===== src/rtl/pe_accumulator.sv =====
// pe_accumulator
// ---------------------------------------------------------------------------
// Accumulates a configurable number of 8-product partial sums from one PE
// tree adder into a full neuron dot product. The neuron bias is added, the
// result is saturated to WIDTH bits, and it is handed downstream over a
// valid/ready handshake.
//
// Optional feature: define PE_ACC_RELU_EN to clamp negative saturated
// results to zero (ReLU). Without it, the saturated signed value passes
// through unchanged.
//
// Ports:
//   clk         in   clock, rising edge
//   rst_n       in   synchronous active-low reset
//   start       in   begin a new neuron (accepted only when idle)
//   num_chunks  in   [CNT_W] number of PE results to sum (0 treated as 1)
//   bias        in   [WIDTH] neuron bias, sampled with start
//   in_valid    in   in_data carries a PE result
//   in_data     in   [WIDTH] PE tree-adder result
//   out_valid   out  out_data holds a completed neuron result
//   out_ready   in   downstream accepts out_data
//   out_data    out  [WIDTH] saturated (optionally ReLU'd) result, registered
//   busy        out  neuron in progress (accumulating or presenting result)
//   err         out  sticky: in_valid seen while not accumulating
// ---------------------------------------------------------------------------
module pe_accumulator #(
  parameter int WIDTH = 16,
  parameter int CNT_W = 8,
  parameter int ACC_W = 25
) (
  input  logic             clk,
  input  logic             rst_n,
  input  logic             start,
  input  logic [CNT_W-1:0] num_chunks,
  input  logic [WIDTH-1:0] bias,
  input  logic             in_valid,
  input  logic [WIDTH-1:0] in_data,
  output logic             out_valid,
  input  logic             out_ready,
  output logic [WIDTH-1:0] out_data,
  output logic             busy,
  output logic             err
);

  typedef enum logic [1:0] {
    S_IDLE = 2'd0,
    S_ACC  = 2'd1,
    S_OUT  = 2'd2
  } state_t;

  localparam logic signed [ACC_W-1:0] SAT_MAX =
    {{(ACC_W-WIDTH+1){1'b0}}, {(WIDTH-1){1'b1}}};
  localparam logic signed [ACC_W-1:0] SAT_MIN =
    {{(ACC_W-WIDTH+1){1'b1}}, {(WIDTH-1){1'b0}}};

  state_t                  state_q, state_d;
  logic        [CNT_W-1:0] n_q, n_d;
  logic        [CNT_W-1:0] cnt_q, cnt_d;
  logic signed [ACC_W-1:0] acc_q, acc_d;
  logic signed [ACC_W-1:0] sum;
  logic        [WIDTH-1:0] out_data_q, out_data_d;
  logic                    err_q, err_d;

  function automatic logic signed [ACC_W-1:0] sext(input logic [WIDTH-1:0] v);
    return {{(ACC_W-WIDTH){v[WIDTH-1]}}, v};
  endfunction

  function automatic logic [WIDTH-1:0] saturate(input logic signed [ACC_W-1:0] v);
    if (v > SAT_MAX)      return {1'b0, {(WIDTH-1){1'b1}}};
    else if (v < SAT_MIN) return {1'b1, {(WIDTH-1){1'b0}}};
    else                  return v[WIDTH-1:0];
  endfunction

  function automatic logic [WIDTH-1:0] activate(input logic [WIDTH-1:0] v);
`ifdef PE_ACC_RELU_EN
    if (v[WIDTH-1]) return '0;
    else            return v;
`else
    return v;
`endif
  endfunction

  always_comb begin
    state_d    = state_q;
    n_d        = n_q;
    cnt_d      = cnt_q;
    acc_d      = acc_q;
    out_data_d = out_data_q;
    err_d      = err_q;
    // The ACC_W sizing guarantees this sum never wraps, so saturation is
    // only needed once, on the final total.
    sum        = acc_q + sext(in_data);

    case (state_q)
      S_IDLE: begin
        if (start) begin
          n_d     = (num_chunks == '0) ? CNT_W'(1) : num_chunks;
          acc_d   = sext(bias);
          cnt_d   = '0;
          err_d   = 1'b0;
          state_d = S_ACC;
        end
      end
      S_ACC: begin
        if (in_valid) begin
          acc_d = sum;
          cnt_d = cnt_q + CNT_W'(1);
          if (cnt_q == n_q - CNT_W'(1)) begin
            out_data_d = activate(saturate(sum));
            state_d    = S_OUT;
          end
        end
      end
      S_OUT: begin
        if (out_ready) state_d = S_IDLE;
      end
      default: state_d = S_IDLE;
    endcase

    // A beat arriving while not accumulating is dropped but flagged; this
    // also covers the start cycle itself, so it wins over the start clear.
    if (in_valid && state_q != S_ACC) err_d = 1'b1;
  end

  always_ff @(posedge clk) begin
    if (!rst_n) begin
      state_q    <= S_IDLE;
      n_q        <= '0;
      cnt_q      <= '0;
      acc_q      <= '0;
      out_data_q <= '0;
      err_q      <= 1'b0;
    end else begin
      state_q    <= state_d;
      n_q        <= n_d;
      cnt_q      <= cnt_d;
      acc_q      <= acc_d;
      out_data_q <= out_data_d;
      err_q      <= err_d;
    end
  end

  assign out_valid = (state_q == S_OUT);
  assign busy      = (state_q != S_IDLE);
  assign out_data  = out_data_q;
  assign err       = err_q;

endmodule


===== config.mk =====
export PLATFORM = sky130hd
export DESIGN_NAME = pe_accumulator
export DESIGN_NICKNAME = d
export VERILOG_FILES = /design/src/rtl/pe_accumulator.sv
export SDC_FILE = /design/constraint.sdc
export NUM_CORES = 1
export LEC_CHECK = 0
export BUFFER_PORTS_ARGS = -buffer_cell sky130_fd_sc_hd__buf_2
export CAP_MARGIN = 5
export CORE_ASPECT_RATIO = 1.1
export CORE_MARGIN = 2
export CORE_UTILIZATION = 50
export DETAILED_ROUTE_END_ITERATION = 10
export PLACE_DENSITY = 0.7
export SLEW_MARGIN = 20
export SYNTH_ARGS = -nofsm -noshare
export SYNTH_HDL_FRONTEND = slang
export SYNTH_SLANG_ARGS = --single-unit

===== constraint.sdc =====
create_clock -name clk -period 4.61 [get_ports clk]
set_clock_uncertainty 0.05 [all_clocks]
set_input_delay 0.461 -clock clk [delete_from_list [all_inputs] [get_ports clk]]
set_output_delay 0.461 -clock clk [all_outputs]
set_load 0.01 [all_outputs]

==> metrics, run 1 <==
Post-Synthesis Cell Area 0.00418 mm^2; leak pwr 2.03 nW; Worst IR Drop VDD 0.000177 V; CTS tree built; Resized cells post-CTS 0; Ports 64; commonest non-fill, non-tap cell in the layout buf_2; Setup Viol. Count Final 0; total clock sinks 60; antenna violations before repair 0; post-synth cell types 69; fin nets around 640; Tcrit/Tclk final 80.1%; fin cells 685; grt total ovfl 0; # hold bufs at CTS 0; PD cells around 330 mW/mm^2; root buffer cell clkbuf_8; outcome finished, final reports clean; Starting DRT DRC Count approximately 230; DIE HEIGHT 99.9 um; area share of the largest cell type after synthesis ~29%; DRT Pass-1 Iters 5; Fillers 810; crit path DAT 3.93 ns; die area 0.00912 mm^2; fraction of registers with async set/reset 0%; Worst Max-Slew Pin Slew 1.05 ns; via count 4,048; Post-DP HPWL 8.21 mm; Fmax 271 MHz; Routed Antenna Nets 0; crit path max fanout 15; vias per cell 5.91; Internal about 0.0010 W; Worst slew margin a little under a third; Buffers on Ports between 60 and 70; Final Critical Period between 3 and 4 ns; multiplexer share of the synthesized area 0.508%; Yosys reg bits 60; critical path endpoint category flip-flop; Worst EP required 4.84 ns; Post-Synth Simple-Gate Area between 20% and 30%; P_sw approximately 0.00056 W; RSZ-0062 raised after global routing no; DR WL/cell around 16 um; Synth Instances around 520; worst skew pair latency ~0.34 ns; xor-xnor portion of the synthesized cell area 6.49%; Post-Route WL 10.9 mm; ANT cells 0; Sw Share 35.5%; largest net degree at the start of global routing 34; Hold Violations, Final 0; clock share of power 30.1%; RD Place Congestion 0.861; Seq pwr share ~36%; Synth Area in Compound Gates 31.1%; worst hold slack 0.318 ns; Tightest Hold Check Type in -> reg; Comb power frac 33.8%; CP Class reg -> reg; DRC 0; Inst Count DP between 600 and 700; total track usage about a quarter; layout overhead on the synthesized area 13.5%; Post-Syn Nets 588; most frequent cells in the layout 63 x buf_2, 60 x nor2_1, 60 x dfxtp_1; Core ar. 0.00823 mm^2; Post-CTS Setup Inserts 0; Die X 91.2 um; FP Rows 35; Synth Area in Adders 8.25%; clock-pin transition on the worst setup and hold timing paths 0.07 ns; Ys Warns 0; top cells by area, synth dfxtp_1 29%, ha_1 7.8%, a21oi_1 5.7%, nor2_1 5.4%, nand2_1 4.9%; CTS buffer count 9; Starting Density roughly half; sequential-to-total area share from yosys stat 28.7%; Bufs on Longest Clock Path 2; Max Cap Viol 0; largest family of logic cells by synthesized area compound AO/OA/AOI/OAI gates; first-pass GRT wire length 17.9 mm; layout cells sized above 1 20.2%; cell taking the most area after synthesis dfxtp_1; Post-synth EDFFs 0; crit path launch type flip-flop; Slew Limit Fails 0; Synth Flop Type dfxtp_1; Synth Area per Inst 8.11 um^2; vias in the first global route 3,769; Setup TNS 0 ns; H-tree Lvls 3
[per-layer routing]
layer | global-route usage [%] | up-vias | wire [um]
met5 | 0 | - | 0
met4 | 8.62 | 0 | 234
met3 | 3.98 | 22 | 553
met2 | 39.7 | 108 | 4960
met1 | 32.2 | 1911 | 5130
li1 | - | 2007 | -
[sequential cells by signal, summed over array words and instances (netlist names)]
| signal | flops |
|---|---|
| acc_q | 25 |
| cnt_q | 8 |
| err | 1 |
| n_q | 8 |
| out_data | 16 |
| state_q | 2 |
[per-stage QoR]
| stage | total power [W] | util, % | area (um^2) | setup WS, ns |
|---|---|---|---|---|
| floorplan | 0.000976 | - | 4180 | 1.28 |
| global placement | 0.00109 | 55.3 | 4560 | 0.751 |
| detailed placement | 0.00110 | 55.3 | 4560 | 0.688 |
| CTS | 0.00158 | 57.7 | 4750 | 0.947 |
| global route | 0.00167 | 57.7 | 4750 | 0.624 |
| finish | 0.00157 | 57.7 | 4750 | 0.918 |
[synthesized netlist by cell type (9+ instances only)]
cell and number:
xor2_1 17, dfxtp_1 60, inv_1 15, nand3_1 13
xnor2_1 14, o21ai_0 28, clkbuf_1 21, ha_1 26
nand2_1 55, o211ai_1 19, o221a_2 13, a21o_1 9
nor2_1 60, nor3_1 9, a21oi_1 48
[path summary, 6_finish.rpt]
| kind | slack, ns | depth (start not counted) | end | from |
|---|---|---|---|---|
| min | 0.32 | 3 | n_q[3]$_SDFFE_PN0P_ | num_chunks[3] |
| min reg2reg | 0.42 | 2 | acc_q[24]$_SDFFE_PN0P_ | acc_q[24]$_SDFFE_PN0P_ |
| max reg2reg | 0.92 | 11 | out_data[9]$_SDFFE_PN0P_ | acc_q[0]$_SDFFE_PN0P_ |
| max | 0.92 | 11 | out_data[9]$_SDFFE_PN0P_ | acc_q[0]$_SDFFE_PN0P_ |
[worst max-delay path, cell delays in order (launching register included)]
cell and delay (ns):
dfxtp_1 0.32, ha_1 0.20, fa_1 0.40, a21o_1 0.20, a221oi_2 0.35, o2111ai_1 0.19
a41o_1 0.31, xor2_1 0.32, nor4b_2 0.38, a41oi_4 0.32, nor3_1 0.36, o221a_2 0.23
[power groups by stage]
stage	Combinational (W)	Sequential (W)	Clock, W
floorplan	0.000403	0.000573	0
global placement	0.000510	0.000578	0
detailed placement	0.000523	0.000578	0
CTS	0.000526	0.000567	0.000482
global route	0.000590	0.000571	0.000504
finish	0.000533	0.000567	0.000474
[cell families after synthesis]
group / after synthesis
AOI/OAI and AO/OA: 174
xor gates and xnor gates: 31
adders and majority gates: 27
buffers and inverters: 40
DFF: 60
muxes: 2
and+or+nand+nor: 182
[final cells by class]
cell class	count	area, um^2	area share [%]
clock buffers	12	145	3.06
clock inverters	4	48.8	1.03
inverters	15	56.3	1.19
multi-input cells	416	2820	59.3
flip-flops and latches	60	1200	25.3
well taps	111	139	2.92
repair buffers	67	345	7.27
Note: power is estimated with default switching activity, not from simulation.
==> inputs of run 2 (changes only) <==
==> constraint.sdc (replaced) <==
create_clock -name clk -period 3.7 [get_ports clk]
set_clock_uncertainty 0.05 [all_clocks]
set_input_delay 0.37 -clock clk [delete_from_list [all_inputs] [get_ports clk]]
set_output_delay 0.37 -clock clk [all_outputs]
set_load 0.01 [all_outputs]
==> metrics, run 2 (synthesis gave the netlist of run 1 again) <==
antenna violations before repair 0; H-tree Lvls 3; PD cells about 410 mW/mm^2; crit path launch type flip-flop; Area after DPL 0.00462 mm^2; Routed Antenna Nets 0; crit path DAT 3.76 ns; critical path endpoint category flip-flop; worst hold slack 0.221 ns; worst skew pair latency 0.35 ns; grt total ovfl 0; Worst slew margin 28.3%; Post-DP HPWL 8.22 mm; Worst Slack Setup Final 0.186 ns; die area 0.00912 mm^2; total track usage 23.9%; root buffer cell clkbuf_8; Ports 64; DR WL/cell 15.8 um; layout overhead on the synthesized area 15.8%; Hold Violations, Final 0; most frequent cells in the layout 63 x buf_2, 60 x nor2_1, 60 x dfxtp_1; Fmax 285 MHz; leak pwr about 2.1 nW; vias per cell 5.84; via count 4,049; commonest non-fill, non-tap cell in the layout buf_2; Post-Route WL between 10 and 15 mm; P_sw 0.000723 W; CP Class reg -> reg; largest net degree at the start of global routing 33; Max stage delay on crit path a little over 0.4 ns; Die X 91.2 um; Comb power frac about a third; crit path cell chain ha_1, fa_1, a21o_1, a221oi_4, o2111ai_1, a41o_1, a2111oi_4, a311o_1, a41oi_4, buf_4, nor3_1, o221a_2; Final Critical Period approximately 3.5 ns; Starting Density 50.8%; Seq pwr share 36.0%; Largest register FFs 25; crit path max fanout 12; CTS tree built; # hold bufs at CTS 0; DIE HEIGHT 99.9 um; CTS buffer count 9; outcome finished, final reports clean; Worst EP required around 4 ns; Slew Limit Fails 0; Max Cap Viol 0; RD Place Congestion 0.918; clock share of power 28.7%; Bufs on Longest Clock Path 2; RSZ-0062 raised after global routing no; DRT Pass-1 Iters 5; largest register by flop count acc_q; Sw Share 36.8%; pre-CTS setup slack -0.0860 ns; DRC 0; clock-pin transition on the worst setup and hold timing paths 0.08 ns; FP Rows 35; first-pass GRT wire length approximately 18 mm; Buffers on Ports 63; cell area after layout ~0.0048 mm^2; Internal roughly 0.0012 W; vias in the first global route 3,734; Starting DRT DRC Count 168; Setup Viol. Count Final 0; fin nets approximately 650; layout cells sized above 1 21.6%; Worst IR Drop VDD roughly 0.00014 V; Worst Max-Slew Pin Slew 1.07 ns; Core ar. 0.00823 mm^2; ANT cells 0; slowest CP cell fa_1; Tcrit/Tclk final 95.0%; total clock sinks 60; Tightest Hold Check Type in -> reg
==> run 2: cell types whose count changed in the layout (fill, tap and decap cells not counted), sizes merged <==
cell      before  now
buf           67   75
bufinv         1    0
clkinv         3    1
inv           15   16
clkinvlp       0    2
==> run 2: path summary, 6_finish.rpt <==
path                          from                        to  slack [ns]  cells past startpoint
max          acc_q[0]$_SDFFE_PN0P_  out_data[9]$_SDFFE_PN0P_        0.19                     12
min                  num_chunks[5]       n_q[5]$_SDFFE_PN0P_        0.22                      3
max reg2reg  acc_q[0]$_SDFFE_PN0P_  out_data[9]$_SDFFE_PN0P_        0.19                     12
min reg2reg  acc_q[2]$_SDFFE_PN0P_     acc_q[2]$_SDFFE_PN0P_        0.41                      2
==> run 2: power groups by stage <==
stage	combinational (W)	sequential (W)	clock (W)
final	0.000693	0.000708	0.000563
after global routing	0.000766	0.000711	0.000598
after CTS	0.000672	0.000707	0.000571
after detailed placement	0.000667	0.000721	0
after global placement	0.000654	0.000720	0
after floorplan	0.000502	0.000714	0
==> run 2: worst max-delay path, delay by kind of cell, from the launching register on <==
family | cells | cell delay, ns
AOI/OAI and AO/OA | 8 | 2.00
adders and majority gates | 2 | 0.61
and+or+nand+nor | 1 | 0.25
buffers and inverters | 1 | 0.23
DFF | 1 | 0.31
==> run 2: cell type report <==
class,instances,area [um^2]
tap,111,139
timing repair buffer,75,405
inverter,15,56.3
clock buffer,12,155
multi-input combinational,416,2850
fill,779,3390
clock inverter,4,32.5
sequential,60,1200
==> run 2: repair_timing <==
action                     CTS  global route
hold endpoints to repair     0             0
setup buffers                0             0
setup endpoints to repair    0            15
resized for setup            0             4
==> run 2: routing by layer <==
metal | GRT usage [%] | vias to the layer above | part of all wire, %
li1 | - | 2022 | -
met1 | 30.7 | 1916 | 48
met2 | 40.6 | 96 | 46
met3 | 4.65 | 15 | 4.3
met4 | 7.69 | 0 | 2.0
met5 | 0 | - | 0
==> run 2: through the flow <==
stage	TNS [ns]	std cells	utilization, %	power, W
6_report	0	693	58.8	0.00196
5_1_grt	0	693	58.8	0.00207
4_1_cts	0	693	58.4	0.00195
3_5_place_dp	-0.935	677	56.1	0.00139
3_3_place_gp	0	677	56.1	0.00137
2_1_floorplan	0	516	-	0.00122
